$ cat src/rtl/seq_mult_8.sv
// Sequential 8x8 unsigned shift-and-add multiplier: one 8-bit ripple-carry
// adder shared across eight iterations, registered 16-bit product.
module seq_mult_8 (
   input  logic        clk,
   input  logic        rst,
   input  logic        start,
   input  logic [7:0]  a,
   input  logic [7:0]  b,
   output logic        busy,
   output logic        done,
   output logic [15:0] product,
   output logic        dbg_state
);

   // Handshake: start is accepted on a rising edge only while busy=0; the
   // operands are captured on that edge. done pulses for one cycle (never
   // alongside busy) when product updates; start while busy=1 is dropped.
   typedef enum logic [0:0] {IDLE = 1'b0, RUN = 1'b1} state_t;

   state_t      state, state_n;
   logic [7:0]  m, m_n;
   logic [7:0]  q, q_n;
   logic [7:0]  p, p_n;
   logic [3:0]  cnt, cnt_n;
   logic [15:0] product_n;
   logic        done_n;

   logic [7:0]  addend;
   logic [7:0]  s;
   logic [8:0]  c;
   logic        cout;

   // Ripple-carry adder: p + (q[0] ? m : 0), carry-in tied low.
   always_comb begin
      addend = q[0] ? m : 8'h00;
      s      = 8'h00;
      c      = 9'h000;
      for (int i = 0; i < 8; i++) begin
         s[i]   = p[i] ^ addend[i] ^ c[i];
         c[i+1] = (p[i] & addend[i]) | (c[i] & (p[i] ^ addend[i]));
      end
      cout = c[8];
   end

   always_comb begin
      state_n   = state;
      m_n       = m;
      q_n       = q;
      p_n       = p;
      cnt_n     = cnt;
      product_n = product;
      done_n    = 1'b0;
      case (state)
         IDLE: begin
            if (start) begin
               m_n     = a;
               q_n     = b;
               p_n     = 8'h00;
               cnt_n   = 4'd0;
               state_n = RUN;
            end
         end
         RUN: begin
            // Shift {cout, s, q} right by one so no carry is ever lost.
            p_n   = {cout, s[7:1]};
            q_n   = {s[0], q[7:1]};
            cnt_n = cnt + 4'd1;
            if (cnt == 4'd7) begin
               product_n = {cout, s, q[7:1]};
               done_n    = 1'b1;
               state_n   = IDLE;
            end
         end
         default: state_n = IDLE;
      endcase
   end

   always_ff @(posedge clk) begin
      if (rst) begin
         state   <= IDLE;
         m       <= 8'h00;
         q       <= 8'h00;
         p       <= 8'h00;
         cnt     <= 4'd0;
         product <= 16'h0000;
         done    <= 1'b0;
      end else begin
         state   <= state_n;
         m       <= m_n;
         q       <= q_n;
         p       <= p_n;
         cnt     <= cnt_n;
         product <= product_n;
         done    <= done_n;
      end
   end

   assign busy      = (state == RUN);
   assign dbg_state = state;

endmodule
$ cat config.mk
export PLATFORM = sky130hd
export DESIGN_NAME = seq_mult_8
export DESIGN_NICKNAME = d
export VERILOG_FILES = /design/src/rtl/seq_mult_8.sv
export SDC_FILE = /design/constraint.sdc
export NUM_CORES = 1
export LEC_CHECK = 0
export BUFFER_PORTS_ARGS = -buffer_cell sky130_fd_sc_hd__buf_2
export CORE_MARGIN = 8
export CORE_UTILIZATION = 31
export DETAILED_ROUTE_END_ITERATION = 16
export GPL_TIMING_DRIVEN = 0
export PLACE_DENSITY = 0.53
export REMOVE_ABC_BUFFERS = 1
export SLEW_MARGIN = 10
export SYNTH_ARGS = -nofsm -noshare
export SYNTH_HDL_FRONTEND = slang
export SYNTH_SLANG_ARGS = --single-unit
export TNS_END_PERCENT = 5
$ cat constraint.sdc
create_clock -name clk -period 5.3 [get_ports clk]
set_input_delay 1.06 -clock clk [delete_from_list [all_inputs] [get_ports clk]]
set_output_delay 1.06 -clock clk [all_outputs]
set_load 0.05 [all_outputs]
==> results.md <==
| Group | Parameter | Reported |
|:---|:---|:---|
| clocking | Number of resized instances in the post-cts repair step | 0 |
| timing | Final Max Slew Viols | 0 |
| pwr | Worst-case vdd ir drop | 108 uV |
| pwr | Power density of the placed cells | 275 mW/mm2 |
| worst setup path | Top cell by count, worst path | sky130_fd_sc_hd__fa_1 |
| grt | Antenna violations before repair | 0 |
| placed design | Number of cells in the design after placement | 310 |
| floorplan | Width of the die | 97.5 um |
| detailed routing | Mean number of vias per cell | 4.68 |
| grt | Met2 demand-to-capacity share in global routing | 0.137 |
| worst setup path | Top Family by Delay on Critical Path | adder cells |
| synthesis | Top post-synthesis cells by area | sky130_fd_sc_hd__dfxtp_1 45%, sky130_fd_sc_hd__mux2i_1 8.3%, sky130_fd_sc_hd__fa_1 6.8% |
| worst setup path | Crit path kind | flip-flop to flip-flop |
| timing | Minimum period implied by the final worst setup slack | 4.18 ns |
| synthesis | Most used DFF post-synth | sky130_fd_sc_hd__dfxtp_1 |
| synthesis | Synthesis warning total | 0 |
| worst setup path | Count of buffer and inverter cells on the critical path | 1 |
| worst setup path | CP peak stage delay | 0.53 ns |
| cells and area | Net count, final | 268 |
| worst setup path | Worst flop-to-flop path endpoint | p[6]$_SDFFE_PP0P_ |
| worst setup path | Largest fanout on the critical path | 9 |
| synthesis | Synth Register Bits | 46 |
| clocking | Clock insertion delay at the later pin of the skew report | 0.30 ns |
| floorplan | Io pins | 38 |
| worst setup path | Worst Reg-to-Reg Cells | 13 |
| grt | Maximum number of pins on one net before global-route repair | 47 |
| detailed routing | Remaining antenna violation count after routing | 0 |
| cells and area | Number of antenna repair diodes | 0 |
| grt | Overflow left after global routing | 0 |
| synthesis | Gate count of the mapped netlist | 213 |
| placed design | Number of buffers inserted by port buffering | 37 |
| detailed routing | Remaining routing DRC violations | 0 |
| timing | Fin Hold WS | 0.457 ns |
| synthesis | Ranking of synthesized cells by instance count | 46 x sky130_fd_sc_hd__dfxtp_1, 33 x sky130_fd_sc_hd__nor2_1, 23 x sky130_fd_sc_hd__nand2_1 |
| synthesis | Cell type contributing the most total cell area after synthesis | sky130_fd_sc_hd__dfxtp_1 |
| run | # Max-Cap Violations | 0 |
| grt | Total routing usage reported by global routing | 0.0894 |
| min path | Path type of the worst min-delay path | flip-flop to flip-flop |
| floorplan | Num rows | 29 |
| placed design | Global placer's final weighted congestion | 0.672 |
| cells and area | Number of inserted filler cells in the final layout | 679 |
| synthesis | Netlist area before placement | 0.00206 mm2 |
| pwr | Leakage power summed over all cells | 0.885 nW |
| grt | Number of global-route vias before repair | 1504 |
| synthesis | Area share of the largest cell type after synthesis | 0.448 |
| clocking | Clock transition at the register clock pins on the worst setup and hold paths after CTS | 0.09 ns |
| synthesis | Sequential element share of the synthesized area | 0.448 |
| clocking | Hold bufs inserted after CTS | 0 |
| placed design | Post-DP HPWL | 2730 um |
| synthesis | Number of flops mapped to enable cells by yosys | 0 |
| timing | TNS Setup | 0 ns |
| detailed routing | Count of TritonRoute iterations in the first routing pass | 4 |
| synthesis | Average instance area after synthesis | 9.66 um2 |
| synthesis | Number of distinct standard cells referenced by the synthesized netlist | 29 |
| floorplan | Chip Height | 97.5 um |
| floorplan | Starting utilization of the core area | 0.322 |
| cells and area | Multi-input gate area | 985 um2 |
| timing | Slew of the pin with the lowest slew margin | 1.06 ns |
| worst setup path | Flop-to-flop setup slack | 1.12 ns |
| worst setup path | Cells along the critical path | and2_1, ha_1, inv_1, fa_1, fa_1, fa_1, fa_1, fa_1, fa_1, fa_1, nand2b_1, o31a_1, nor2_1 |
| min path | Worst hold start | product[3]$_SDFFE_PP0P_ |
| detailed routing | Via total after detailed routing | 1488 |
| worst setup path | Category of the worst setup path capture point | flip-flop |
| timing | Share of the cycle needed by the critical path after routing | 0.789 |
| grt | Busiest layer in global routing | met2 |
| min path | Destination of the worst hold path | product[3]$_SDFFE_PP0P_ |
| min path | Cell count of the worst hold path | 2 |
| timing | Setup repair after global routing missed its margin | no |
| timing | Headroom to the max-slew limit | 0.293 |
| detailed routing | Starting DRC count in detailed routing | 117 |
| worst setup path | Arr. time, crit path | 4.34 ns |
| cells and area | Area Growth Syn to Fin | 12.8% |
| detailed routing | Wire length per cell after detailed routing | 12.8 um |
| worst setup path | Launch point of the worst reg-to-reg path | q[0]$_SDFFE_PP0P_ |
| clocking | Post-CTS setup buffer count | 0 |
| clocking | H-Tree Depth | 2 |
| cells and area | Combined flip-flop and latch cell area | 922 um2 |
| grt | Global-route met1 utilization | 0.111 |
| worst setup path | Cell type of the slowest stage on the worst timing path | sky130_fd_sc_hd__dfxtp_1 |
| floorplan | Floorplan core area | 0.00639 mm2 |
| clocking | Buffers from clock root to sink, at most | 2 |
| timing | Setup-violating endpoint count in the final report | 0 |
| run status | Run status | complete, no violations |
| clocking | Clock root cell | sky130_fd_sc_hd__clkbuf_8 |
| cells and area | Final Instance Count excl. Fillers | 318 |
| timing | Hold violation count in the final report | 0 |
| synthesis | Library cell with the highest instance count after synthesis | sky130_fd_sc_hd__dfxtp_1 |
| clocking | Total clock buffers created by CTS | 5 |
| clocking | Clock tree from TritonCTS | done |
| detailed routing | Routed WL | 4070 um |
| timing | Final clock skew | 0.00549 ns |
| clocking | Clock sink total | 46 |
| worst setup path | Startpoint class of the critical path | flip-flop |
| grt | Global-route met3 utilization | 0.0341 |
| cells and area | Fraction of layout instances using a drive strength above 1 | 0.249 |
| floorplan | DIE AREA | 0.00950 mm2 |
| timing | Top achievable clock speed | 239 MHz |
| grt | First-pass GRT wire length | 7110 um |
| synthesis | Post-synth ARST share | 0 |
| worst setup path | Crit path required time | 5.46 ns |
## layout by cell type, fill, tap and decap left out, drive strengths merged, types with 2 or more instances in the layout
master	netlist	layout
dfxtp	46	46
buf	12	37
nor2	36	36
nand2	23	23
mux2i	17	17
a21oi	13	13
inv	10	10
a211oi	9	9
mux2	8	8
o31a	7	7
fa	7	7
nand2b	6	6
clkbuf	5	6
nor3b	2	2
nor3	2	2
ha	2	2
## tightest hold or removal path, delay by kind of cell (launching register included)
kind | cells | cell delay [ns]
simple gates | 1 | 0.05
compound gates | 1 | 0.05
flops | 1 | 0.32
## worst max path at each step
stage	start	endpoint	slack [ns]	cells after the start
2_1_floorplan	q[0]$_SDFFE_PP0P_	p[6]$_SDFFE_PP0P_	1.41	13
3_3_place_gp	q[0]$_SDFFE_PP0P_	p[6]$_SDFFE_PP0P_	1.08	13
3_5_place_dp	q[0]$_SDFFE_PP0P_	p[6]$_SDFFE_PP0P_	1.09	13
4_1_cts	q[0]$_SDFFE_PP0P_	p[6]$_SDFFE_PP0P_	1.05	13
5_1_grt	q[0]$_SDFFE_PP0P_	p[6]$_SDFFE_PP0P_	0.88	13
6_report	q[0]$_SDFFE_PP0P_	p[6]$_SDFFE_PP0P_	1.12	13
## cell type report
cell class	instances	area share
clock buffers	6	0.0356
well taps	77	0.0415
repair buffers	37	0.0798
multi-input cells	140	0.424
inverters	10	0.0162
clock inverters	2	0.00539
flip-flops and latches	46	0.397
## report_power, final
group          internal, W  switching, W   total, W
logic            0.0000222     0.0000247  0.0000468
clock network     0.000105      0.000119   0.000224
registers         0.000355     0.0000125   0.000367
## cells by family (layout without fill, tap and decap cells)
kind of cell | Yosys count | count (layout) | share of synthesized area
compound gates | 31 | 31 | 0.108
simple gates | 75 | 75 | 0.164
buf+inv | 27 | 55 | 0.0736
fa+ha+maj | 9 | 9 | 0.0803
flops | 46 | 46 | 0.448
mux | 25 | 25 | 0.127
## stage by stage
step                      total power [W]  utilization  setup slack (ns)  area, um2
after global routing             0.000674        0.363             0.883       2320
final                            0.000638        0.363              1.12       2320
after global placement           0.000423        0.348              1.08       2220
after detailed placement         0.000423        0.349              1.09       2230
after CTS                        0.000651        0.363              1.05       2320
after floorplan                  0.000401            -              1.41       1940
## routing by layer
| metal | wire length (um) | up-vias |
|---|---|---|
| met4 | 52 | 0 |
| met1 | 1950 | 693 |
| met3 | 244 | 5 |
| li1 | - | 754 |
| met5 | 0 | - |
| met2 | 1820 | 36 |
## registers in the layout, summed over array words and instances (netlist names)
name	count
p	8
m	8
product	16
done	1
busy	1
q	8
cnt	4
No activity file was read; power rests on OpenSTA's default activity.
